[config.mk]
export PLATFORM = sky130hd
export DESIGN_NAME = pupil_centroid_finder
export DESIGN_NICKNAME = d
export VERILOG_FILES = /design/src/rtl/pupil_centroid_finder.sv
export SDC_FILE = /design/constraint.sdc
export NUM_CORES = 1
export LEC_CHECK = 0
export CORE_MARGIN = 4
export CORE_UTILIZATION = 48
export CTS_BUF_LIST = sky130_fd_sc_hd__clkbuf_4 sky130_fd_sc_hd__clkbuf_8
export DETAILED_ROUTE_END_ITERATION = 7
export GPL_TIMING_DRIVEN = 1
export HOLD_SLACK_MARGIN = 0.1
export PLACE_DENSITY = 0.68
export SETUP_SLACK_MARGIN = 0.5
export SLEW_MARGIN = 30
export SYNTH_ARGS = -nofsm -noshare
export SYNTH_HDL_FRONTEND = slang
export SYNTH_SLANG_ARGS = --single-unit
[constraint.sdc]
create_clock -name iCLK -period 18.15 [get_ports iCLK]
set_input_delay 1.815 -clock iCLK [delete_from_list [all_inputs] [get_ports iCLK]]
set_output_delay 1.815 -clock iCLK [all_outputs]
set_load 0.1 [all_outputs]
[src/rtl/pupil_centroid_finder.sv]
// Pupil centroid finder: thresholds a grayscale pixel stream inside a column
// window, accumulates dark-pixel statistics per frame, and at each frame wrap
// divides the coordinate sums by the pixel count with a serial restoring
// divider to report the centroid and bounding box. A registered binary mask
// stream is produced alongside for display.
module pupil_centroid_finder #(
  parameter int COORD_W    = 13,
  parameter int CNT_W      = 20,
  parameter int SUM_W      = 32,
  parameter int H_MIN      = 256,
  parameter int H_MAX      = 640,
  parameter int MIN_PIXELS = 64
) (
  input  logic               iCLK,
  input  logic               iRST,
  input  logic               iDVAL,
  input  logic [9:0]         iGRAY,
  input  logic [COORD_W-1:0] iH_Cont,
  input  logic [COORD_W-1:0] iV_Cont,
  input  logic [9:0]         iTHRESH,
  output logic               oDVAL,
  output logic [9:0]         oMASK,
  output logic               oRES_VALID,
  output logic               oFOUND,
  output logic [COORD_W-1:0] oCX,
  output logic [COORD_W-1:0] oCY,
  output logic [COORD_W-1:0] oXMIN,
  output logic [COORD_W-1:0] oXMAX,
  output logic [COORD_W-1:0] oYMIN,
  output logic [COORD_W-1:0] oYMAX,
  output logic [CNT_W-1:0]   oCOUNT
);

  localparam logic [COORD_W-1:0] H_LO      = COORD_W'(H_MIN);
  localparam logic [COORD_W-1:0] H_HI      = COORD_W'(H_MAX);
  localparam logic [CNT_W-1:0]   CNT_MIN   = CNT_W'(MIN_PIXELS);
  localparam int                 DIV_CNT_W = $clog2(SUM_W);
  localparam logic [DIV_CNT_W-1:0] DIV_LAST = DIV_CNT_W'(SUM_W - 1);

  typedef enum logic [1:0] {S_IDLE, S_DIV_X, S_DIV_Y, S_DONE} state_e;

  // Pixel classification and frame-wrap detection
  logic               dark;
  logic               frame_end;
  logic               hold_load;

  // Mask stream
  logic               odval_q, odval_d;
  logic [9:0]         mask_q, mask_d;

  // Per-frame accumulators
  logic [COORD_W-1:0] prev_v_q, prev_v_d;
  logic [CNT_W-1:0]   count_q, count_d;
  logic [SUM_W-1:0]   sx_q, sx_d, sy_q, sy_d;
  logic [COORD_W-1:0] xmin_q, xmin_d, xmax_q, xmax_d;
  logic [COORD_W-1:0] ymin_q, ymin_d, ymax_q, ymax_d;
  logic [SUM_W:0]     sx_sum, sy_sum;

  // Snapshot of the finished frame
  logic [CNT_W-1:0]   cnt_h_q, cnt_h_d;
  logic [SUM_W-1:0]   sy_h_q, sy_h_d;
  logic [COORD_W-1:0] xmin_h_q, xmin_h_d, xmax_h_q, xmax_h_d;
  logic [COORD_W-1:0] ymin_h_q, ymin_h_d, ymax_h_q, ymax_h_d;

  // Divider and result registers
  state_e             state_q, state_d;
  logic [CNT_W-1:0]   div_rem_q, div_rem_d;
  logic [SUM_W-1:0]   div_quo_q, div_quo_d;
  logic [DIV_CNT_W-1:0] div_cnt_q, div_cnt_d;
  logic [COORD_W-1:0] qx_q, qx_d;
  logic [CNT_W:0]     trial;
  logic [CNT_W-1:0]   rem_step;
  logic               qbit;
  logic [SUM_W-1:0]   quo_step;

  logic               res_valid_q, res_valid_d;
  logic               found_q, found_d;
  logic [COORD_W-1:0] cx_q, cx_d, cy_q, cy_d;
  logic [COORD_W-1:0] oxmin_q, oxmin_d, oxmax_q, oxmax_d;
  logic [COORD_W-1:0] oymin_q, oymin_d, oymax_q, oymax_d;
  logic [CNT_W-1:0]   ocount_q, ocount_d;

  assign dark      = iDVAL && (iH_Cont >= H_LO) && (iH_Cont < H_HI) && (iGRAY < iTHRESH);
  assign frame_end = iDVAL && (iV_Cont < prev_v_q);
  assign hold_load = frame_end && (state_q == S_IDLE);

  // Mask stream, accumulation with saturation, and frame snapshot
  always_comb begin
    // NOTE: every variable gets a default before any branch so no latch is inferred.
    odval_d  = iDVAL;
    mask_d   = dark ? 10'h3FF : 10'h000;
    prev_v_d = prev_v_q;
    count_d  = count_q;
    sx_d     = sx_q;
    sy_d     = sy_q;
    xmin_d   = xmin_q;
    xmax_d   = xmax_q;
    ymin_d   = ymin_q;
    ymax_d   = ymax_q;
    cnt_h_d  = cnt_h_q;
    sy_h_d   = sy_h_q;
    xmin_h_d = xmin_h_q;
    xmax_h_d = xmax_h_q;
    ymin_h_d = ymin_h_q;
    ymax_h_d = ymax_h_q;
    sx_sum   = '0;
    sy_sum   = '0;

    if (iDVAL) prev_v_d = iV_Cont;

    // Snapshot is only taken when the divider is free; otherwise it is dropped.
    if (hold_load) begin
      cnt_h_d  = count_q;
      sy_h_d   = sy_q;
      xmin_h_d = xmin_q;
      xmax_h_d = xmax_q;
      ymin_h_d = ymin_q;
      ymax_h_d = ymax_q;
    end

    // Accumulators restart on every wrap; the wrap pixel belongs to the new frame.
    if (frame_end) begin
      count_d = '0;
      sx_d    = '0;
      sy_d    = '0;
      xmin_d  = '1;
      xmax_d  = '0;
      ymin_d  = '1;
      ymax_d  = '0;
    end

    if (dark) begin
      sx_sum = {1'b0, sx_d} + {{(SUM_W - COORD_W + 1){1'b0}}, iH_Cont};
      sy_sum = {1'b0, sy_d} + {{(SUM_W - COORD_W + 1){1'b0}}, iV_Cont};
      if (count_d != '1) count_d = count_d + CNT_W'(1);
      sx_d = sx_sum[SUM_W] ? '1 : sx_sum[SUM_W-1:0];
      sy_d = sy_sum[SUM_W] ? '1 : sy_sum[SUM_W-1:0];
      if (iH_Cont < xmin_d) xmin_d = iH_Cont;
      if (iH_Cont > xmax_d) xmax_d = iH_Cont;
      if (iV_Cont < ymin_d) ymin_d = iV_Cont;
      if (iV_Cont > ymax_d) ymax_d = iV_Cont;
    end
  end

  // Registers for mask stream, accumulators and snapshot
  always_ff @(posedge iCLK or posedge iRST) begin
    if (iRST) begin
      odval_q  <= 1'b0;
      mask_q   <= '0;
      prev_v_q <= '0;
      count_q  <= '0;
      sx_q     <= '0;
      sy_q     <= '0;
      xmin_q   <= '1;
      xmax_q   <= '0;
      ymin_q   <= '1;
      ymax_q   <= '0;
      cnt_h_q  <= '0;
      sy_h_q   <= '0;
      xmin_h_q <= '1;
      xmax_h_q <= '0;
      ymin_h_q <= '1;
      ymax_h_q <= '0;
    end else begin
      // NOTE: non-blocking assignments so every flop samples pre-edge values.
      odval_q  <= odval_d;
      mask_q   <= mask_d;
      prev_v_q <= prev_v_d;
      count_q  <= count_d;
      sx_q     <= sx_d;
      sy_q     <= sy_d;
      xmin_q   <= xmin_d;
      xmax_q   <= xmax_d;
      ymin_q   <= ymin_d;
      ymax_q   <= ymax_d;
      cnt_h_q  <= cnt_h_d;
      sy_h_q   <= sy_h_d;
      xmin_h_q <= xmin_h_d;
      xmax_h_q <= xmax_h_d;
      ymin_h_q <= ymin_h_d;
      ymax_h_q <= ymax_h_d;
    end
  end

  // FSM next state, one restoring-divider step per cycle, and result loading
  always_comb begin
    state_d     = state_q;
    div_rem_d   = div_rem_q;
    div_quo_d   = div_quo_q;
    div_cnt_d   = div_cnt_q;
    qx_d        = qx_q;
    res_valid_d = 1'b0;
    found_d     = found_q;
    cx_d        = cx_q;
    cy_d        = cy_q;
    oxmin_d     = oxmin_q;
    oxmax_d     = oxmax_q;
    oymin_d     = oymin_q;
    oymax_d     = oymax_q;
    ocount_d    = ocount_q;

    // Remainder stays below the divisor, so the difference fits in CNT_W bits.
    trial = {div_rem_q, div_quo_q[SUM_W-1]};
    if (trial >= {1'b0, cnt_h_q}) begin
      rem_step = trial[CNT_W-1:0] - cnt_h_q;
      qbit     = 1'b1;
    end else begin
      rem_step = trial[CNT_W-1:0];
      qbit     = 1'b0;
    end
    quo_step = {div_quo_q[SUM_W-2:0], qbit};

    case (state_q)
      S_IDLE: begin
        if (frame_end) begin
          if (count_q >= CNT_MIN) begin
            state_d   = S_DIV_X;
            div_quo_d = sx_q;
            div_rem_d = '0;
            div_cnt_d = '0;
          end else begin
            state_d = S_DONE;
          end
        end
      end
      S_DIV_X: begin
        div_rem_d = rem_step;
        div_quo_d = quo_step;
        div_cnt_d = div_cnt_q + DIV_CNT_W'(1);
        if (div_cnt_q == DIV_LAST) begin
          qx_d      = quo_step[COORD_W-1:0];
          div_quo_d = sy_h_q;
          div_rem_d = '0;
          div_cnt_d = '0;
          state_d   = S_DIV_Y;
        end
      end
      S_DIV_Y: begin
        div_rem_d = rem_step;
        div_quo_d = quo_step;
        div_cnt_d = div_cnt_q + DIV_CNT_W'(1);
        if (div_cnt_q == DIV_LAST) state_d = S_DONE;
      end
      S_DONE: begin
        res_valid_d = 1'b1;
        ocount_d    = cnt_h_q;
        if (cnt_h_q >= CNT_MIN) begin
          found_d = 1'b1;
          cx_d    = qx_q;
          cy_d    = div_quo_q[COORD_W-1:0];
          oxmin_d = xmin_h_q;
          oxmax_d = xmax_h_q;
          oymin_d = ymin_h_q;
          oymax_d = ymax_h_q;
        end else begin
          found_d = 1'b0;
          cx_d    = '0;
          cy_d    = '0;
          oxmin_d = '0;
          oxmax_d = '0;
          oymin_d = '0;
          oymax_d = '0;
        end
        state_d = S_IDLE;
      end
      default: state_d = S_IDLE;
    endcase
  end

  // FSM, divider and result registers; reset discards any division in flight
  always_ff @(posedge iCLK or posedge iRST) begin
    if (iRST) begin
      state_q     <= S_IDLE;
      div_rem_q   <= '0;
      div_quo_q   <= '0;
      div_cnt_q   <= '0;
      qx_q        <= '0;
      res_valid_q <= 1'b0;
      found_q     <= 1'b0;
      cx_q        <= '0;
      cy_q        <= '0;
      oxmin_q     <= '0;
      oxmax_q     <= '0;
      oymin_q     <= '0;
      oymax_q     <= '0;
      ocount_q    <= '0;
    end else begin
      state_q     <= state_d;
      div_rem_q   <= div_rem_d;
      div_quo_q   <= div_quo_d;
      div_cnt_q   <= div_cnt_d;
      qx_q        <= qx_d;
      res_valid_q <= res_valid_d;
      found_q     <= found_d;
      cx_q        <= cx_d;
      cy_q        <= cy_d;
      oxmin_q     <= oxmin_d;
      oxmax_q     <= oxmax_d;
      oymin_q     <= oymin_d;
      oymax_q     <= oymax_d;
      ocount_q    <= ocount_d;
    end
  end

  assign oDVAL      = odval_q;
  assign oMASK      = mask_q;
  assign oRES_VALID = res_valid_q;
  assign oFOUND     = found_q;
  assign oCX        = cx_q;
  assign oCY        = cy_q;
  assign oXMIN      = oxmin_q;
  assign oXMAX      = oxmax_q;
  assign oYMIN      = oymin_q;
  assign oYMAX      = oymax_q;
  assign oCOUNT     = ocount_q;

endmodule

# Word-level counts from Yosys, hierarchy flattened
# Index checks and enable logic that the tools add are counted.
[classes] n_addsub=5 magnitude_cmp=11 n_eq_ne=9 muxes=49 reduce_logical=10
[ops] operator="32-bit 2-to-1 mux" n=9
[ops] operator="13-bit 2-to-1 mux" n=18
[ops] operator="20-bit 2-to-1 mux" n=7
[ops] operator="32-bit case mux with 3 select lines" n=1
[ops] operator="32-bit by 13-bit adder with 33-bit output" n=2
[ops] operator="20-bit case mux with 3 select lines" n=1
[ops] operator="20-bit by 7-bit >= comparator with 1-bit output, second input constant" n=2
[ops] operator="13-bit less-than comparator" n=3
[ops] operator="13-bit > comparator" n=2
[ops] operator="21-bit by 20-bit >= comparator with 1-bit output" n=1
[ops] operator="20-bit by 1-bit adder with 20-bit output, second input constant" n=1
[ops] operator="20-bit inequality test, second input constant" n=1
[ops] operator="20-bit subtractor" n=1
[ops] operator="5-bit 2-to-1 mux" n=3
[ops] operator="5-bit case mux with 3 select lines" n=1
[ops] operator="13-bit by 9-bit >= comparator with 1-bit output, second input constant" n=1
[ops] operator="13-bit by 10-bit less-than comparator with 1-bit output, second input constant" n=1
[ops] operator="10-bit less-than comparator" n=1
[ops] operator="10-bit 2-to-1 mux" n=1
[ops] operator="2-bit 2-to-1 mux" n=4
[ops] operator="2-bit case mux with 4 select lines" n=1
[ops] operator="2-bit inequality test, second input constant" n=3
[ops] operator="3-bit AND reduction" n=2
[ops] operator="5-bit by 1-bit adder with 5-bit output, second input constant" n=1
[ops] operator="9 further kinds" n=16
[totals] ff_bits=436 out_inout_bits=111

# Logic depth before layout (Yosys ltp)
# Gate-level depths: netlist of the first run.
[depth] ltp_word=6 depth_mapped=20

# Worst setup path before layout of the first run
# Ideal clock, no wire load.
[synth_path] kind="input to register" from="input iV_Cont[2]" to="register sx_q[9]" t_arrival_ps=5279 t_required_ps=18014 slack_ps=12734 cell_stages=17 n_path_buf=2 cell_sequence="ha_1 -> a21oi_1 -> o21ai_1 -> a31oi_1 -> o211ai_2 -> clkbuf_1 -> and2_1 -> ha_1 -> fa_1 -> a21oi_1 -> nor3_1 -> o31ai_2 -> a21boi_0 -> o41a_1 -> a31oi_2 -> buf_2 -> a31oi_1"
[synth_between] elab_chain_cells=6
[synth_rtl] element="start: declaration" line_no="19" rtl="input logic [COORD_W-1:0] iV_Cont,"
[synth_rtl] element="13-bit less-than comparator *" line_no="84" rtl="assign frame_end = iDVAL && (iV_Cont < prev_v_q);"
[synth_rtl] element="1-bit logical AND *" line_no="84"
[synth_rtl] element="32-bit 2-to-1 mux *" line_no="122" rtl="if (frame_end) begin"
[synth_rtl] element="32-bit by 13-bit adder with 33-bit output" line_no="133" rtl="sx_sum = {1'b0, sx_d} + {{(SUM_W - COORD_W + 1){1'b0}}, iH_Cont};"
[synth_rtl] element="32-bit 2-to-1 mux" line_no="136" rtl="sx_d = sx_sum[SUM_W] ? '1 : sx_sum[SUM_W-1:0];"
[synth_rtl] element="32-bit 2-to-1 mux *" line_no="132" rtl="if (dark) begin"
[synth_rtl] element="named net sx_d[9]" line_no="54" rtl="logic [SUM_W-1:0] sx_q, sx_d, sy_q, sy_d;"
[synth_rtl] element="end signal: assignment" line_no="152" rtl="sx_q <= '0;"
[synth_rtl] element="end signal: assignment" line_no="170" rtl="sx_q <= sx_d;"
[synth_rtl] element="end: declaration" line_no="54"
# Mark *: on every way through the listed nets, which the timed path passes. The rest lies on a longest branch.
# A chain may end at the register's enable or synchronous reset.

# Worst setup path after layout of the first run
# Same ends and word-level chain as after synthesis.

==> results.json, run 1 <==
{
  "outcome": "complete, no violations",
  "crit_path_end_kind": "flop",
  "clockBufferDepth": 3,
  "cts.clk_slew.worst_paths_ps": 60,
  "drt_iter0_drc": 985,
  "max_slew_margin": 0.3077,
  "fin_skew_ps": 41.03,
  "rr_startpoint": "prev_v_q[2]",
  "crit_path_cell_trace": "clkdlybuf4s50_1 -> ha_1 -> a21oi_1 -> o21ai_1 -> a31oi_1 -> o211ai_4 -> buf_4 -> and2_1 -> ha_1 -> fa_1 -> a21oi_1 -> nor3_1 -> o31ai_2 -> a21boi_0 -> o41a_1 -> a31oi_2 -> a31oi_1",
  "start_kind": "input port",
  "fin_crit_sh": 0.3581,
  "coreArea_um2": 44510,
  "worst_pin_slew_ps": 1035,
  "dieArea_um2": 48760,
  "period_minus_slack_ps": 6500,
  "yosysWarnings": 0,
  "slowest_stage": "clkdlybuf4s50_1",
  "numClockSinks": 427,
  "slew_violations": 0,
  "hp-start": "div_cnt_q[3]",
  "rrSetupSlack_ps": 13110,
  "min_to": "div_cnt_q[3]",
  "min_path_cells": 1,
  "area.growth.synth_to_final_pct": 17.46,
  "critPathKind": "input port to flop",
  "worst_slack_ps": 11650,
  "synth_area_leader_cell": "dfrtp_1",
  "post-route-util": 0.5736,
  "placed_area_um2": 23830,
  "synth_top_area_share": 0.4317,
  "vdd_ir_drop_max_mv": 0.09020,
  "ys_seq_area_frac": 0.4945,
  "grt_start_max_net_pins": 182,
  "placedCellCount": 2697,
  "rows": 77,
  "grt_pass1_vias": 16383,
  "synth.net_count": 2212,
  "drc_errors": 0,
  "grt_first_pass_wirelength_um": 85010,
  "io_pins": 160,
  "p_total_mw": 3.024,
  "hold_class": "flop to flop",
  "grt.total_usage": 0.2073,
  "syn_area_um2": 21740,
  "synth_commonest_cells": "375 x dfrtp_1, 155 x nand2_1, 151 x nor2_1",
  "drive_gt1_frac": 0.1728,
  "yosysMostFrequentCell": "dfrtp_1",
  "synth_ff_type": "dfrtp_1",
  "dpl_worst_slack_ps": 11060,
  "place.gp.congestion": 0.9172,
  "fin_hold_ws_ps": 482.8,
  "rsz0062_at_grt": "false",
  "reg2reg_depth": 17,
  "synth_edf_count": 0,
  "cap_violations": 0,
  "ys_ff_latch": 427,
  "die_w_um": 220.8,
  "ant_nets": 0,
  "routed_wl_um": 51230,
  "port_buffers": 159,
  "synth_area_per_cell_um2": 10.68,
  "tritoncts": "built",
  "cts_buffers": 75,
  "max_stage_delay_ps": 660,
  "synthCells": 2035,
  "p_leak_nw": 11.89,
  "dr_total_vias": 15995,
  "fmax_ghz": 0.1538,
  "dp_hpwl_um": 34770,
  "clock_latency_ps": 670,
  "synthTopCellsByArea": "dfrtp_1 43%, ha_1 7.2%, mux2_2 7.1%",
  "htreeDepth": 3,
  "cts_hold_buf": 0,
  "setup_viol": 0,
  "antenna_found_initial": 0,
  "synth_cell_types": 74,
  "vias_per_cell": 5.636,
  "initial_core_util": 0.4884,
  "wire_per_inst_um": 18.05,
  "cts_resized": 0,
  "fin_area_um2": 25530,
  "crit_fanout": 73,
  "overflow": 0,
  "arrival_ps": 6990,
  "final_cells": 2838,
  "worstReg2RegEnd": "sx_q[9]",
  "hold_viol_final": 0,
  "die_h_um": 220.8,
  "setup_tns_ps": 0,
  "synthArstFlopShare": 1.000,
  "clock-root-buffer": "clkbuf_8",
  "drtPass1Iterations": 5,
  "powerDensity_nw_per_um2": 118.4,
  "nets": 2360,
  "cp.required_ps": 18630,
  "cts_setup_buffers": 0
}
-- where the power goes --
part           switching, mW  internal [mW]  total [mW]
registers             0.0639           1.07        1.14
logic                  0.590          0.339       0.929
clock network          0.400          0.560       0.960
-- layout by cell type, fill, tap and decap left out, types with 6 or more instances in the layout --
cell type and count:
clkbuf_8 97, nor3_1 23, clkinv_2 12, a22o_1 78, o22a_1 11, mux2_2 138
xor2_1 45, ha_1 124, and2_1 35, o311ai_0 13, inv_1 87, dfrtp_1 375
buf_4 18, nor4_1 17, a21oi_1 150, a31oi_1 13, xnor2_1 31, and3_1 22
a211oi_1 13, o21a_1 10, nand3_1 53, a31o_2 6, nor2b_1 13, dfstp_2 52
o21ai_0 77, nand2_1 154, and4_1 6, a2bb2oi_1 12, clkdlybuf4s50_1 159, a21o_1 32
nor2_1 151, clkbuf_4 24, o21ai_1 12, mux2i_1 45, nand2b_1 13, nand4_1 36
-- metal layers --
| metal | GRT usage | wire, um |
|---|---|---|
| met5 | 0 | 0 |
| met4 | 0.08174 | 1360 |
| met3 | 0.03684 | 2316 |
| met2 | 0.3310 | 23780 |
| met1 | 0.2839 | 23770 |
-- registers in the layout (all words and copies together), names as in the netlist, 20 cells and up --
signal     cells
sx_q          32
div_rem_q     20
div_quo_q     32
cnt_h_q       20
count_q       20
sy_h_q        32
oCOUNT        20
sy_q          32
-- layout make-up --
class	instances	area (um2)
timing repair buffer	181	1813
sequential	427	10750
inverter	90	345.3
antenna	1	2.502
fill	3836	18980
multi-input combinational	1408	10210
clock buffer	121	1515
tap	592	740.7
clock inverter	18	155.1
-- critical path, delay by kind of cell --
family | cells | cell delay, ps
buf+inv | 2 | 1040
simple gates | 2 | 400
compound gates | 10 | 2740
fa+ha+maj | 3 | 930
-- kinds of logic (layout without fill, tap and decap cells) --
kind of cell,Yosys count,after routing,share of synthesized area
other cells,0,1,0
xor+xnor,76,76,0.03062
simple gates,540,540,0.1183
compound gates,481,481,0.1514
mux,183,183,0.09221
fa+ha+maj,128,128,0.07471
flops,427,427,0.4945
buf+inv,200,410,0.03828
-- worst max path at each step --
stage | from | to | slack (ps) | cells past startpoint
2_1_floorplan | iRST | cnt_h_q[0] | 4530 | 1
3_3_place_gp | iV_Cont[2] | sx_q[9] | 11170 | 17
3_5_place_dp | iV_Cont[2] | sx_q[9] | 11060 | 17
4_1_cts | iV_Cont[2] | sx_q[9] | 11760 | 17
5_1_grt | iV_Cont[1] | sx_q[9] | 11380 | 17
6_report | iV_Cont[2] | sx_q[9] | 11650 | 17
No activity file was read; power rests on OpenSTA's default activity.
==> inputs of run 2 (changes only) <==
Settings changed: PLACE_DENSITY 0.68 to 0.71.
Clock period 18.15 ns to 5.3 ns, I/O delays scaled along.
==> run 2 against run 1 <==
Core utilization is 0.26 points higher. Sequential power rose to 3.4 times the previous value. First-iteration DRC count rose by 31%. Largest cell class unchanged.
==> results.json, run 2 (synthesis results as in run 1) <==
{
  "grt_first_pass_wirelength_um": 85660,
  "max_stage_delay_ps": 370,
  "clockBufferDepth": 3,
  "area.growth.synth_to_final_pct": 17.99,
  "dr_total_vias": 16152,
  "worst-path-buf-inv": 2,
  "vias_per_cell": 5.661,
  "port_buffers": 159,
  "routed_wl_um": 51580,
  "numClockSinks": 427,
  "fin_area_um2": 25650,
  "cts_buffers": 73,
  "tritoncts": "built",
  "setup_viol": 0,
  "placed_area_um2": 23980,
  "drc_errors": 0,
  "slowest_stage": "o41a_1",
  "rows": 77,
  "drtPass1Iterations": 5,
  "slew_violations": 0,
  "arrival_ps": 4940,
  "powerDensity_nw_per_um2": 403.0,
  "crit_path_end_kind": "flop",
  "setup_tns_ps": 0,
  "clock-root-buffer": "clkbuf_8",
  "period_minus_slack_ps": 4476,
  "fin_skew_ps": 36.83,
  "die_w_um": 220.8,
  "critPathKind": "flop to flop",
  "die_h_um": 220.8,
  "start_kind": "flop",
  "drt_iter0_drc": 1288,
  "crit_family": "compound AO/OA/AOI/OAI gates",
  "grt_start_max_net_pins": 150,
  "overflow": 0,
  "final_cell_mix": "375 x dfrtp_1, 156 x clkdlybuf4s50_1, 152 x nand2_1",
  "fin_crit_sh": 0.8445,
  "ant_nets": 0,
  "initial_core_util": 0.4884,
  "fmax_ghz": 0.2234,
  "io_pins": 160,
  "cap_violations": 0,
  "worst_pin_slew_ps": 1027,
  "grt.total_usage": 0.2088,
  "coreArea_um2": 44510,
  "crit_path_cell_trace": "inv_1 -> ha_1 -> nand2_1 -> o21ai_1 -> a31oi_2 -> o211ai_4 -> buf_6 -> and2_1 -> ha_1 -> a211oi_2 -> o21ai_1 -> a31o_2 -> o41a_1 -> a22oi_4 -> nor2_1 -> nand2_2 -> o21ai_0",
  "max_slew_margin": 0.3134,
  "wire_per_inst_um": 18.08,
  "p_leak_nw": 11.97,
  "dp_hpwl_um": 35420,
  "vdd_ir_drop_max_mv": 0.5011,
  "crit_fanout": 31,
  "outcome": "complete, no violations",
  "clock_latency_ps": 630,
  "antenna_found_initial": 1,
  "grt_pass1_vias": 16559,
  "hold_viol_final": 0,
  "drive_gt1_frac": 0.1814,
  "rsz0062_at_grt": "false",
  "cts.clk_slew.worst_paths_ps": 60,
  "final_common_cell": "dfrtp_1",
  "p_total_mw": 10.34,
  "hold_class": "input port to async pin",
  "htreeDepth": 3,
  "place.gp.congestion": 0.8892,
  "nets": 2379,
  "cp.required_ps": 5770,
  "dieArea_um2": 48760
}
[run 2: changes by cell type in the layout (fill, tap and decap cells not counted), sizes merged]
cell,change
buf,+24
bufinv,-1
clkbuf,+2
clkdlybuf4s50,-3
clkinv,-5
inv,-2
[run 2: path summary, 6_finish.rpt]
path                        startpoint       end  slack (ps)  cells past startpoint
setup / recovery           prev_v_q[2]  sy_q[17]         820                     17
max in group asynchronous         iRST  oYMAX[9]        3850                      3
hold reg to reg                qx_q[0]    oCX[0]         480                      1
min in group iCLK              qx_q[0]    oCX[0]         480                      1
setup reg to reg           prev_v_q[2]  sy_q[17]         820                     17
hold / removal                    iRST  oXMAX[9]         300                      2
[run 2: where the power goes]
part	internal, mW	total [mW]	leakage, nW	switching [mW]
combinational	1.19	3.22	5.44	2.03
sequential	3.67	3.89	5.66	0.224
clock	1.88	3.22	0.868	1.34
[run 2: what timing repair did]
action                                  4_1_cts  5_1_grt
endpoints found under the setup margin        0       32
hold endpoints to repair                      0        0
hold buffers                                  0        0
gates resized for setup                       0        5
setup buffers                                 0        0
[run 2: per-layer routing]
layer,share of wire,GRT usage
met4,0.024,0.06906
met3,0.049,0.03485
met5,0,0
met2,0.47,0.3389
met1,0.46,0.2886
[run 2: metrics by stage]
stage | instances | hold WS (ps) | setup slack (ps) | util
2_1_floorplan | 2035 | 442.9 | -951.0 | -
3_3_place_gp | 2718 | 463.8 | 256.4 | 0.5388
3_5_place_dp | 2718 | 472.4 | 62.00 | 0.5387
4_1_cts | 2851 | 264.9 | 612.5 | 0.5752
5_1_grt | 2853 | 307.8 | 584.1 | 0.5762
6_report | 2853 | 295.6 | 824.2 | 0.5762
[run 2: worst register-to-register path, stage by stage (launching register included)]
cell and delay, ps:
dfrtp_1 320, inv_1 70, ha_1 300, nand2_1 50, o21ai_1 320, a31oi_2 180, o211ai_4 340, buf_6 300
and2_1 220, ha_1 300, a211oi_2 290, o21ai_1 150, a31o_2 280, o41a_1 370, a22oi_4 330, nor2_1 150
nand2_2 220, o21ai_0 130
[run 2: layout make-up]
type                    instances  area (um2)
repair buffers                202        1961
inverters                      90       341.6
clock inverters                10       81.33
well taps                     592       740.7
clock buffers                 123        1543
multi-input cells            1408       10230
fillers                      3758       18860
diodes                          1       2.502
flip-flops and latches        427       10750
==> RTL edit 1 (settings of run 2) <==
Change the parameter `CNT_W` from 20 to 22.
--- a/src/rtl/pupil_centroid_finder.sv
+++ b/src/rtl/pupil_centroid_finder.sv
@@ -5,7 +5,7 @@
 // stream is produced alongside for display.
 module pupil_centroid_finder #(
   parameter int COORD_W    = 13,
-  parameter int CNT_W      = 20,
+  parameter int CNT_W      = 22,
   parameter int SUM_W      = 32,
   parameter int H_MIN      = 256,
   parameter int H_MAX      = 640,
Interface: changed (resized oCOUNT); port bits go from 160 to 162. The function was not compared with the original's and may differ.
==> RTL edit 1 against run 2 <==
Final area is 3.2% higher; setup slack improved by 66 ps; sequential cell count rose by 8; combinational power up 19%; wire length increased by 3.7%; via count up 5.1%; first-iteration DRC count down 11%; count of clock-buffer cells in the layout decreased by 5; area after synthesis up 2.4%; power rose by 6.8%; largest power group unchanged.
==> RTL edit 1: results <==
metrics = {
    "run_status": {
        "outcome": "completed",
    },
    "grt": {
        "use_met2": 0.348,
        "use_met1": 0.295,
        "grt_use_met3": 0.0404,
        "grt_max_degree": 182,
        "grt_util_all_layers": 0.214,
        "grt_pass1_wl_mm": 88.7,
    },
    "synthesis": {
        "yosys.area_share.adder": 0.0741,
        "syn_nets": 2346,
        "synth_cell_type_count": 71,
        "synth_compound_area_frac": 0.147,
        "synthXorXnorAreaFrac": 0.0283,
        "synthTopCellsByArea": "dfrtp_1 43%, ha_1 7.1%, mux2_2 6.5%, dfstp_2 6.1%, nand2_1 4.1%",
        "avgSynthCellArea_sq_um": 10.3,
        "synthTopCellsByCount": "383 x dfrtp_1, 241 x nand2_1, 171 x a21oi_1",
        "ys_seq_area_frac": 0.492,
        "synth-main-ff-cell": "dfrtp_1",
        "muxShareOfSynthArea": 0.0899,
    },
    "finish": {
        "drive_gt1_frac": 0.172,
        "antenna-diode-count": 0,
        "multi_input_area_sq_um": 10600,
        "nets": 2532,
        "fillers": 3829,
        "stdcell_count": 3013,
    },
    "power": {
        "p_int_mw": 7.12,
        "power.leakage_nw": 12.3,
        "ir_worst_vdd_mv": 0.429,
        "switchingPower_mw": 3.92,
        "p_seq_frac": 0.361,
    },
    "setup_path": {
        "critPathMaxFanout": 20,
        "crit_path_top_delay_cell": "or4_1",
        "cp.arrival_ps": 4980,
        "reg2reg_depth": 20,
        "crit_path_max_incr_delay_ps": 540,
        "reg2reg_to": "sx_q[30]",
        "ff2ff_setup_slack_ps": 890,
    },
    "route": {
        "met3_length_mm": 3.01,
        "met2_length_mm": 25.0,
        "vias": 16981,
        "drt-met1-wl_mm": 24.2,
        "drtIter0Drc": 1149,
        "wire_per_inst_um": 17.8,
    },
    "placed_design": {
        "place_hpwl_mm": 37.0,
        "dp_cells": 2875,
        "dpl_worst_slack_ps": 172,
        "port_buffers": 161,
        "gp_congestion": 0.916,
        "place_area_sq_um": 24800,
    },
    "timing": {
        "worst_pin_slew_ps": 1040,
        "holdWs_ps": 280,
        "fmax_ghz": 0.227,
        "finClkSkew_ps": 36.2,
    },
    "clock_tree": {
        "numCtsBuffers": 74,
        "insertion_delay_ps": 650,
        "cts_htree_levels": 3,
    },
}
-- RTL edit 1: changes by cell type in the layout (fill, tap and decap cells not counted), sizes merged, moves of 14 or more --
| cell | delta |
|---|---|
| a21oi | +21 |
| xnor2 | +18 |
| nand4 | -19 |
| nand2 | +86 |
| buf | +22 |
| o21ai | +14 |
| xor2 | -22 |
-- RTL edit 1: final cells by class --
type / instances / share of cell area
inverters: 93 / 0.0133
clock buffers: 118 / 0.0552
multi-input cells: 1521 / 0.399
repair buffers: 228 / 0.0839
clock inverters: 18 / 0.00614
well taps: 600 / 0.0284
flip-flops and latches: 435 / 0.414
-- RTL edit 1: worst max path at each step --
stage	start	to	depth (start not counted)
after global routing	prev_v_q[2]	sx_q[16]	21
after floorplan	iRST	cnt_h_q[0]	1
after CTS	prev_v_q[2]	sx_q[23]	20
after detailed placement	iV_Cont[2]	sx_q[23]	20
after global placement	iV_Cont[2]	sx_q[30]	19
final	prev_v_q[2]	sx_q[30]	20
==> RTL edit 2 (config.mk and constraints of run 2) <==
Made on the original files. Add an input register stage for `iV_Cont`, cleared by the reset; this delays it by one clock. The other inputs are not delayed to match.
--- a/src/rtl/pupil_centroid_finder.sv
+++ b/src/rtl/pupil_centroid_finder.sv
@@ -39,6 +39,16 @@
 
   typedef enum logic [1:0] {S_IDLE, S_DIV_X, S_DIV_Y, S_DONE} state_e;
 
+  logic [COORD_W-1:0] iV_Cont_q;
+
+  always_ff @(posedge iCLK or posedge iRST) begin
+    if (iRST) begin
+      iV_Cont_q <= '0;
+    end else begin
+      iV_Cont_q <= iV_Cont;
+    end
+  end
+
   // Pixel classification and frame-wrap detection
   logic               dark;
   logic               frame_end;
@@ -81,7 +91,7 @@
   logic [CNT_W-1:0]   ocount_q, ocount_d;
 
   assign dark      = iDVAL && (iH_Cont >= H_LO) && (iH_Cont < H_HI) && (iGRAY < iTHRESH);
-  assign frame_end = iDVAL && (iV_Cont < prev_v_q);
+  assign frame_end = iDVAL && (iV_Cont_q < prev_v_q);
   assign hold_load = frame_end && (state_q == S_IDLE);
 
   // Mask stream, accumulation with saturation, and frame snapshot
@@ -106,7 +116,7 @@
     sx_sum   = '0;
     sy_sum   = '0;
 
-    if (iDVAL) prev_v_d = iV_Cont;
+    if (iDVAL) prev_v_d = iV_Cont_q;
 
     // Snapshot is only taken when the divider is free; otherwise it is dropped.
     if (hold_load) begin
@@ -131,14 +141,14 @@
 
     if (dark) begin
       sx_sum = {1'b0, sx_d} + {{(SUM_W - COORD_W + 1){1'b0}}, iH_Cont};
-      sy_sum = {1'b0, sy_d} + {{(SUM_W - COORD_W + 1){1'b0}}, iV_Cont};
+      sy_sum = {1'b0, sy_d} + {{(SUM_W - COORD_W + 1){1'b0}}, iV_Cont_q};
       if (count_d != '1) count_d = count_d + CNT_W'(1);
       sx_d = sx_sum[SUM_W] ? '1 : sx_sum[SUM_W-1:0];
       sy_d = sy_sum[SUM_W] ? '1 : sy_sum[SUM_W-1:0];
       if (iH_Cont < xmin_d) xmin_d = iH_Cont;
       if (iH_Cont > xmax_d) xmax_d = iH_Cont;
-      if (iV_Cont < ymin_d) ymin_d = iV_Cont;
-      if (iV_Cont > ymax_d) ymax_d = iV_Cont;
+      if (iV_Cont_q < ymin_d) ymin_d = iV_Cont_q;
+      if (iV_Cont_q > ymax_d) ymax_d = iV_Cont_q;
     end
   end
 
Function: changed (a bounded check fails within 4 cycles, from zero or initial values and one cycle with iRST high).
==> RTL edit 2 against run 2 <==
Wire length grew 5.9%; synthesized cell count grew 4.9%; critical path depth is the same; final area grew 2.4%; worst hold slack lost 1.4 ps; setup slack lost 90 ps; sequential cell count grew 13; critical endpoint is now sx_q[14]; maximum frequency shrank 2.0%; clock skew shrank 1.6 ps; area after synthesis grew 3.5%.
Power is not compared: it rests on default switching activity, and its combinational part moved more than twofold at a synthesized area within 25%.
==> RTL edit 2: results <==
metrics = {
    "finish": {
        "antenna-diode-count": 0,
        "fillers": 3978,
        "nets": 2474,
        "stdcell_count": 2958,
        "drive_gt1_frac": 0.149,
    },
    "placed_design": {
        "place_area_sq_um": 24600,
        "dp_cells": 2820,
        "place_hpwl_mm": 38.1,
        "gp_congestion": 0.896,
    },
    "run_status": {
        "outcome": "completed",
    },
    "synthesis": {
        "yosys.area_share.adder": 0.0722,
        "ys_seq_area_frac": 0.492,
        "yosys_warnings": 0,
        "syn_nets": 2312,
        "synthTopCellsByArea": "dfrtp_1 43%, ha_1 7.0%, dfstp_2 6.1%, mux2_2 4.0%, nand2_1 4.0%",
        "synth_compound_area_frac": 0.149,
        "synth_cell_type_count": 79,
        "synthTopCellsByCount": "388 x dfrtp_1, 237 x nand2_1, 134 x nor2_1",
        "synthXorXnorAreaFrac": 0.0276,
        "muxShareOfSynthArea": 0.0886,
        "synth-async-reset-ratio": 1.00,
        "avgSynthCellArea_sq_um": 10.5,
    },
    "route": {
        "met2_length_mm": 25.4,
        "drt-met1-wl_mm": 24.5,
        "finalWirelength_mm": 54.6,
        "met3_length_mm": 2.60,
        "firstDrtPassIters": 6,
        "top_layer": "met4",
        "drtIter0Drc": 1407,
        "viasPerCell": 5.72,
    },
    "grt": {
        "grt_max_degree": 151,
        "grt_pass1_vias": 17016,
        "grt_pass1_wl_mm": 89.3,
        "grt_util_all_layers": 0.216,
        "antenna_found_initial": 1,
    },
    "setup_path": {
        "reg2reg_to": "sx_q[14]",
        "critPathMaxFanout": 20,
        "reg2reg_depth": 17,
        "cp-end-kind": "flop",
        "cp.arrival_ps": 5030,
        "rr_startpoint": "iV_Cont_q[10]",
        "start_kind": "flop",
        "ff2ff_setup_slack_ps": 730,
    },
    "clock_tree": {
        "cts-resized-gates": 0,
        "numCtsBuffers": 75,
        "cts_htree_levels": 3,
        "insertion_delay_ps": 640,
        "clock_path_buffers": 3,
    },
    "worst_hold_path": {
        "min_path_type": "primary input to async pin",
    },
    "timing": {
        "worst_pin_slew_ps": 1030,
        "finalSetupViolations": 0,
        "finClkSkew_ps": 35.2,
    },
    "flow_run": {
        "maxCapViolCount": 0,
    },
}
RTL edit 2: power by group:
| group | total, mW | switching [mW] | internal [mW] |
|---|---|---|---|
| Sequential | 4.41 | 0.391 | 4.02 |
| Combinational | 6.70 | 4.51 | 2.19 |
| Clock | 3.16 | 1.37 | 1.79 |
RTL edit 2: layout make-up:
type                            count  area [sq um]  area share
Clock buffer                      111          1400      0.0531
Clock inverter                     20           168     0.00638
Inverter                           93           353      0.0134
Multi-Input combinational cell   1479         10500       0.400
Sequential cell                   440         11100       0.422
Tap cell                          607           759      0.0289
Timing Repair Buffer              208          2020      0.0770
RTL edit 2: through the flow:
stage           util  worst slack, ps
6_report       0.566              734
4_1_cts        0.563              515
5_1_grt        0.566              482
3_3_place_gp   0.529              325
2_1_floorplan      -            -1130
3_5_place_dp   0.529              246
RTL edit 2: critical path, cell delays in order (launching register included):
cell and delay (ps):
dfrtp_1 510, ha_1 280, a211o_1 350, a2111oi_4 390, o211ai_4 200, buf_4 260
and3_1 200, ha_1 220, fa_1 430, a211oi_1 250, o21bai_1 110, a21oi_1 210
o31a_1 210, a21o_1 210, nor4_4 80, nand4_1 140, buf_4 200, o21ai_0 110
RTL edit 2: per-layer routing:
layer	GRT usage	vias to the layer above
li1	-	7961
met1	0.293	8399
met2	0.347	452
met3	0.0346	114
met4	0.0964	0
met5	0	-
RTL edit 2: how the worst min path moves through the flow:
stage                     slack (ps)             to  cells past startpoint          start
after CTS                        270  iV_Cont_q[12]                      1    iV_Cont[12]
final                            290       oXMAX[4]                      2           iRST
after global routing             290   iV_Cont_q[2]                      1     iV_Cont[2]
after floorplan                  450  div_quo_q[13]                      2  div_quo_q[13]
after global placement           460         oFOUND                      1         oFOUND
after detailed placement         470  div_quo_q[23]                      2  div_quo_q[23]
